===== src/rtl/rf_wb_scheduler.sv =====
// Register-file write-port scheduler: fixed-priority source 0, round-robin over long-latency
// sources, registered RF write port and a 32-entry pending-write scoreboard driving decode stalls.
module rf_wb_scheduler #(
    parameter int N_REQ  = 3,
    parameter int DATA_W = 32
) (
    input  logic                    clk,
    input  logic                    rst,
    input  logic [N_REQ-1:0]        req_valid,
    input  logic [5*N_REQ-1:0]      req_rd,
    input  logic [DATA_W*N_REQ-1:0] req_data,
    output logic [N_REQ-1:0]        req_ready,
    input  logic                    issue_valid,
    input  logic [4:0]              issue_rd,
    input  logic [4:0]              rs1_addr,
    input  logic [4:0]              rs2_addr,
    output logic                    hazard,
    output logic [31:0]             busy,
    output logic                    rf_we,
    output logic [4:0]              rf_addr,
    output logic [DATA_W-1:0]       rf_data
);

    localparam int PTR_W = $clog2(N_REQ);

    logic [PTR_W-1:0]  rr_ptr;
    logic [PTR_W-1:0]  win;
    logic              found;
    int                idx;
    logic              xfer;
    logic [4:0]        win_rd;
    logic [DATA_W-1:0] win_data;
    logic [31:0]       busy_nxt;

    // NOTE: every variable gets a default at the top of always_comb so no path infers a latch.
    always_comb begin
        req_ready = '0;
        win       = '0;
        found     = 1'b0;
        idx       = 0;
        // Ready is forced low while reset is asserted, so no handshake can complete then.
        if (rst) begin
            if (req_valid[0]) begin
                req_ready[0] = 1'b1;
            end else begin
                for (int k = 0; k < N_REQ - 1; k++) begin
                    idx = ((int'(rr_ptr) - 1 + k) % (N_REQ - 1)) + 1;
                    if (!found && req_valid[idx]) begin
                        found          = 1'b1;
                        win            = PTR_W'(idx);
                        req_ready[idx] = 1'b1;
                    end
                end
            end
        end
    end

    assign xfer     = |(req_valid & req_ready);
    assign win_rd   = req_rd[5*int'(win) +: 5];
    assign win_data = req_data[DATA_W*int'(win) +: DATA_W];

    // A new issue is younger than the completing write, so the set is applied last and wins.
    always_comb begin
        busy_nxt = busy;
        if (xfer && win != '0) begin
            busy_nxt[win_rd] = 1'b0;
        end
        if (issue_valid && issue_rd != 5'd0) begin
            busy_nxt[issue_rd] = 1'b1;
        end
        busy_nxt[0] = 1'b0;
    end

    assign hazard = busy[rs1_addr] | busy[rs2_addr] | (issue_valid & busy[issue_rd]);

    // NOTE: state registers use non-blocking assignments so all flops update from pre-edge values.
    always_ff @(posedge clk or negedge rst) begin
        if (!rst) begin
            rf_we   <= 1'b0;
            rf_addr <= '0;
            rf_data <= '0;
            busy    <= '0;
            rr_ptr  <= PTR_W'(1);
        end else begin
            rf_we <= xfer && (win_rd != 5'd0);
            if (xfer) begin
                rf_addr <= win_rd;
                rf_data <= win_data;
            end
            busy <= busy_nxt;
            if (xfer && win != '0) begin
                rr_ptr <= (int'(win) == N_REQ - 1) ? PTR_W'(1) : win + PTR_W'(1);
            end
        end
    end

endmodule


===== config.mk =====
export PLATFORM = sky130hd
export DESIGN_NAME = rf_wb_scheduler
export DESIGN_NICKNAME = d
export VERILOG_FILES = /design/src/rtl/rf_wb_scheduler.sv
export SDC_FILE = /design/constraint.sdc
export NUM_CORES = 1
export LEC_CHECK = 0
export BUFFER_PORTS_ARGS = -buffer_cell sky130_fd_sc_hd__buf_2
export CAP_MARGIN = 25
export CELL_PAD_IN_SITES_DETAIL_PLACEMENT = 0
export CELL_PAD_IN_SITES_GLOBAL_PLACEMENT = 1
export CORE_MARGIN = 4
export CORE_UTILIZATION = 36
export CTS_BUF_LIST = sky130_fd_sc_hd__clkbuf_4 sky130_fd_sc_hd__clkbuf_8
export DETAILED_ROUTE_END_ITERATION = 16
export PLACE_DENSITY = 0.83
export SLEW_MARGIN = 10
export SYNTH_ARGS = -nofsm -noshare
export SYNTH_HDL_FRONTEND = slang
export SYNTH_SLANG_ARGS = --single-unit

===== constraint.sdc =====
create_clock -name clk -period 2.9 [get_ports clk]
set_input_delay 0.58 -clock clk [delete_from_list [all_inputs] [get_ports clk]]
set_output_delay 0.58 -clock clk [all_outputs]
set_load 0.03 [all_outputs]

==> impl_results.md <==
- Setup Fix Bufs, Post-CTS: 0
- Compound-cell area share of the yosys netlist: 24.6%
- Most frequent CP cell: buf_2
- Post-synthesis cell type count: 52
- WL final: 14.6 mm
- Inst Count DP: 804
- Syn_nets: 581
- Crit path cell chain: buf_2 > mux2i_1 > o22ai_1 > a2111oi_0 > a31oi_1 > o21ai_1 > nand4b_1 > buf_2
- TritonCTS buffer count: 9
- IO Pins: 206
- GRT Total Usage: 20.5%
- RD Place Congestion: 0.957
- Clock root buffer master: clkbuf_8
- First-pass GRT wire length: 23.3 mm
- Synthesized flop and latch total: 71
- Clk pwr share: 20.8%
- Width of the die: 120 um
- FF/Latch Area: 1780 um^2
- Outcome: completed
- Mux cell area share after synthesis: 19.8%
- RR Startpoint: rr_ptr[0]
- Combinational family with the most area after synthesis: compound AO/OA/AOI/OAI gates
- XOR/XNOR Fraction of Synth Area: 0%
- CP arrival: 2220 ps
- CTS Buffer Depth: 2
- Worst-case reg-to-reg path depth: 7
- Slowest CP cell: a2111oi_0
- CP top delay family: compound AO/OA/AOI/OAI gates
- Synth Area per Inst: 9.99 um^2
- Reg clk slew, reported paths: 70 ps
- Cells after Synth: 449
- Die height: 120 um
- Htree depth: 3
- Clk Latency, worst-skew pair: 350 ps
- Area growth syn-to-layout: 31.6%
- Port buffer count: 204
- Post-CTS resize count: 0
- DR DRC count: 0
- Setup violators final: 0
- Overflow after GRT: 0
- Design Power: 3.99 mW
- Core ar.: 12100 um^2
- Final min period: 2800 ps
- Pwr/cell area: 675 nW/um^2
- Initial antenna violation count: 3
- CP Buf/Inv Count: 2
- Nets: 779
- TritonCTS clock tree: built
- Part of the power in registers: 38.1%
- Final cycle utilization of the critical path: 96.4%
- Sequential-to-total area share from yosys stat: 39.6%
- Max Fanout on Critical Path: 9
- Layout cells sized above 1: 41.0%
- Fin cells: 822
- EDFF count, synth: 0
- Cell Area, Synth: 4480 um^2
- Combinational Power Share: 41.1%
- Worst path required time: 2320 ps
- Die area: 14300 um^2
- # hold bufs at CTS: 0
- Max frequency: 0.358 GHz
- Fin util: 48.7%
- Setup TNS: 0 ps
- Hold Worst Slack: 225 ps
- Largest net degree at the start of global routing: 71
- R2R Setup Slk: 550 ps
- P_sw: 1.66 mW
- Crit path largest cell delay: 510 ps
- Worst vdd rail ir drop: 258 uV
- Slew Limit Headroom: 42.7%
- CP Launch Type: primary input
- Post-Synth Simple-Gate Area: 11.6%
- DP HPWL: 11.9 mm
- Hold Path Class: in -> async
- Synth Area in Adders: 0%
- Via density: 5.47
- Crit. End Element: primary output
- Max-slew violation total from the final report: 0
- Ys Warns: 0
- CP Launch Point: issue_rd[1]
- Async set-reset flop share out of synthesis: 100%
- Critical path class: in -> out
- Fin. Hold Viols: 0
- RSZ-0062 raised after global routing: no
- Internal Dissipation: 2.33 mW
- WL/cell: 17.8 um
- MaxCap Viol Count: 0
- Clock sink count: 71
- Leak: 2.78 nW
- Reg2reg end: busy[11]
- Multi-input gate area: 2520 um^2
- Via count: 4500
- Filler cells: 1157
- Slew at the pin closest to its max-slew limit: 860 ps
- Number of global-route vias before repair: 4467
- Final ANT Viol Nets: 0
- DRT iter0 DRCs: 220
- Switch share: 41.6%
- Clock skew: 8.47 ps
- Row count: 40
- Initial Util: 37.0%
- First drt pass iteration count: 6
- Ys flop type: dfrtp_1
[through the flow]
stage	worst slack, ps	instance area [um^2]
after floorplan	182	4480
after global placement	164	5690
after detailed placement	141	5690
after CTS	143	5900
after global routing	35.8	5900
final	104	5900
[placed cells by master (no fill, tap or decap), types with 6 or more instances in the layout]
| cell type | n |
|---|---|
| a31oi_1 | 6 |
| inv_1 | 8 |
| clkbuf_8 | 12 |
| o21ai_0 | 46 |
| a211oi_1 | 26 |
| buf_4 | 11 |
| a22oi_1 | 7 |
| buf_2 | 203 |
| o21ai_1 | 26 |
| nand2_1 | 30 |
| nor2_1 | 30 |
| nand3_1 | 10 |
| mux4_2 | 17 |
| dfrtp_1 | 70 |
| nor3_1 | 6 |
| mux2i_1 | 48 |
| a21o_1 | 25 |
[Yosys cell counts, types with 2 or more instances]
| master | instances | area share (%) |
|---|---|---|
| nor2b_1 | 3 | 0.42 |
| mux2_2 | 2 | 0.50 |
| nand3_2 | 5 | 1.1 |
| nor2_1 | 30 | 2.5 |
| mux2i_1 | 48 | 11 |
| and2_1 | 2 | 0.28 |
| a31o_2 | 3 | 0.59 |
| nand2_1 | 30 | 2.5 |
| o31ai_1 | 6 | 1.0 |
| buf_6 | 4 | 1.0 |
| nand4_1 | 4 | 0.56 |
| nand2b_1 | 5 | 0.70 |
| a31oi_1 | 6 | 0.84 |
| a22oi_1 | 7 | 1.2 |
| or3_1 | 4 | 0.56 |
| o21ai_0 | 46 | 5.1 |
| dfrtp_1 | 70 | 39 |
| a21oi_1 | 4 | 0.45 |
| a2111oi_0 | 2 | 0.39 |
| a31oi_4 | 2 | 0.95 |
| nand3_1 | 10 | 1.1 |
| a211oi_1 | 26 | 4.4 |
| o21ai_1 | 26 | 2.9 |
| mux4_2 | 17 | 8.5 |
| inv_1 | 8 | 0.67 |
| clkbuf_1 | 9 | 0.75 |
| buf_2 | 15 | 1.7 |
| o22ai_1 | 2 | 0.28 |
| nor3_1 | 6 | 0.67 |
| a21o_1 | 25 | 4.2 |
[power groups by stage]
| stage | combinational (mW) | sequential (mW) | clock (mW) |
|---|---|---|---|
| CTS | 1.65 | 1.51 | 0.854 |
| global route | 1.76 | 1.55 | 0.892 |
| detailed placement | 1.65 | 1.53 | 0 |
| floorplan | 0.672 | 1.88 | 0 |
| global placement | 1.62 | 1.52 | 0 |
| finish | 1.64 | 1.52 | 0.831 |
[worst register-to-register path, stage by stage, from the launching register on]
cell and delay [ps]:
dfstp_2 570, and3b_1 220, or2_2 340, buf_4 210
a31oi_1 320, nand3_1 250, o21ai_0 210, o21ai_0 110
[worst max-delay path by stage]
stage	end	slack (ps)	cells past startpoint
2_1_floorplan	hazard	180	5
3_5_place_dp	hazard	140	6
6_report	hazard	100	8
4_1_cts	hazard	140	6
5_1_grt	hazard	40	8
3_3_place_gp	hazard	160	6
[state kept, by name, indices dropped and copies added, names as in the netlist]
signal,count
busy,31
rf_addr,5
rf_data,32
rf_we,1
rr_ptr,2
[kinds of logic (layout without fill, tap and decap cells)]
logic type / count (synthesis) / after routing
AND/OR/NAND/NOR: 106 / 106
AO/OA/AOI/OAI: 166 / 166
flip-flops: 71 / 71
buffers and inverters: 38 / 241
other: 1 / 3
multiplexers: 67 / 67
[cell type report]
cell class,instances,share of cell area [%]
Inverter,9,0.572
Tap cell,168,3.56
Sequential cell,71,30.1
Clock buffer,13,2.92
Clock inverter,3,0.678
Timing Repair Buffer,216,19.3
Multi-Input combinational cell,340,42.8
Antenna cell,2,0.0848
[layer usage]
metal	vias to the layer above	share of wire [%]	track usage, %
met5	-	0.14	0
met3	24	10	5.51
li1	2109	-	-
met1	2128	39	25.0
met4	2	1.9	7.30
met2	237	49	34.7
(Power assumes the default switching activity.)
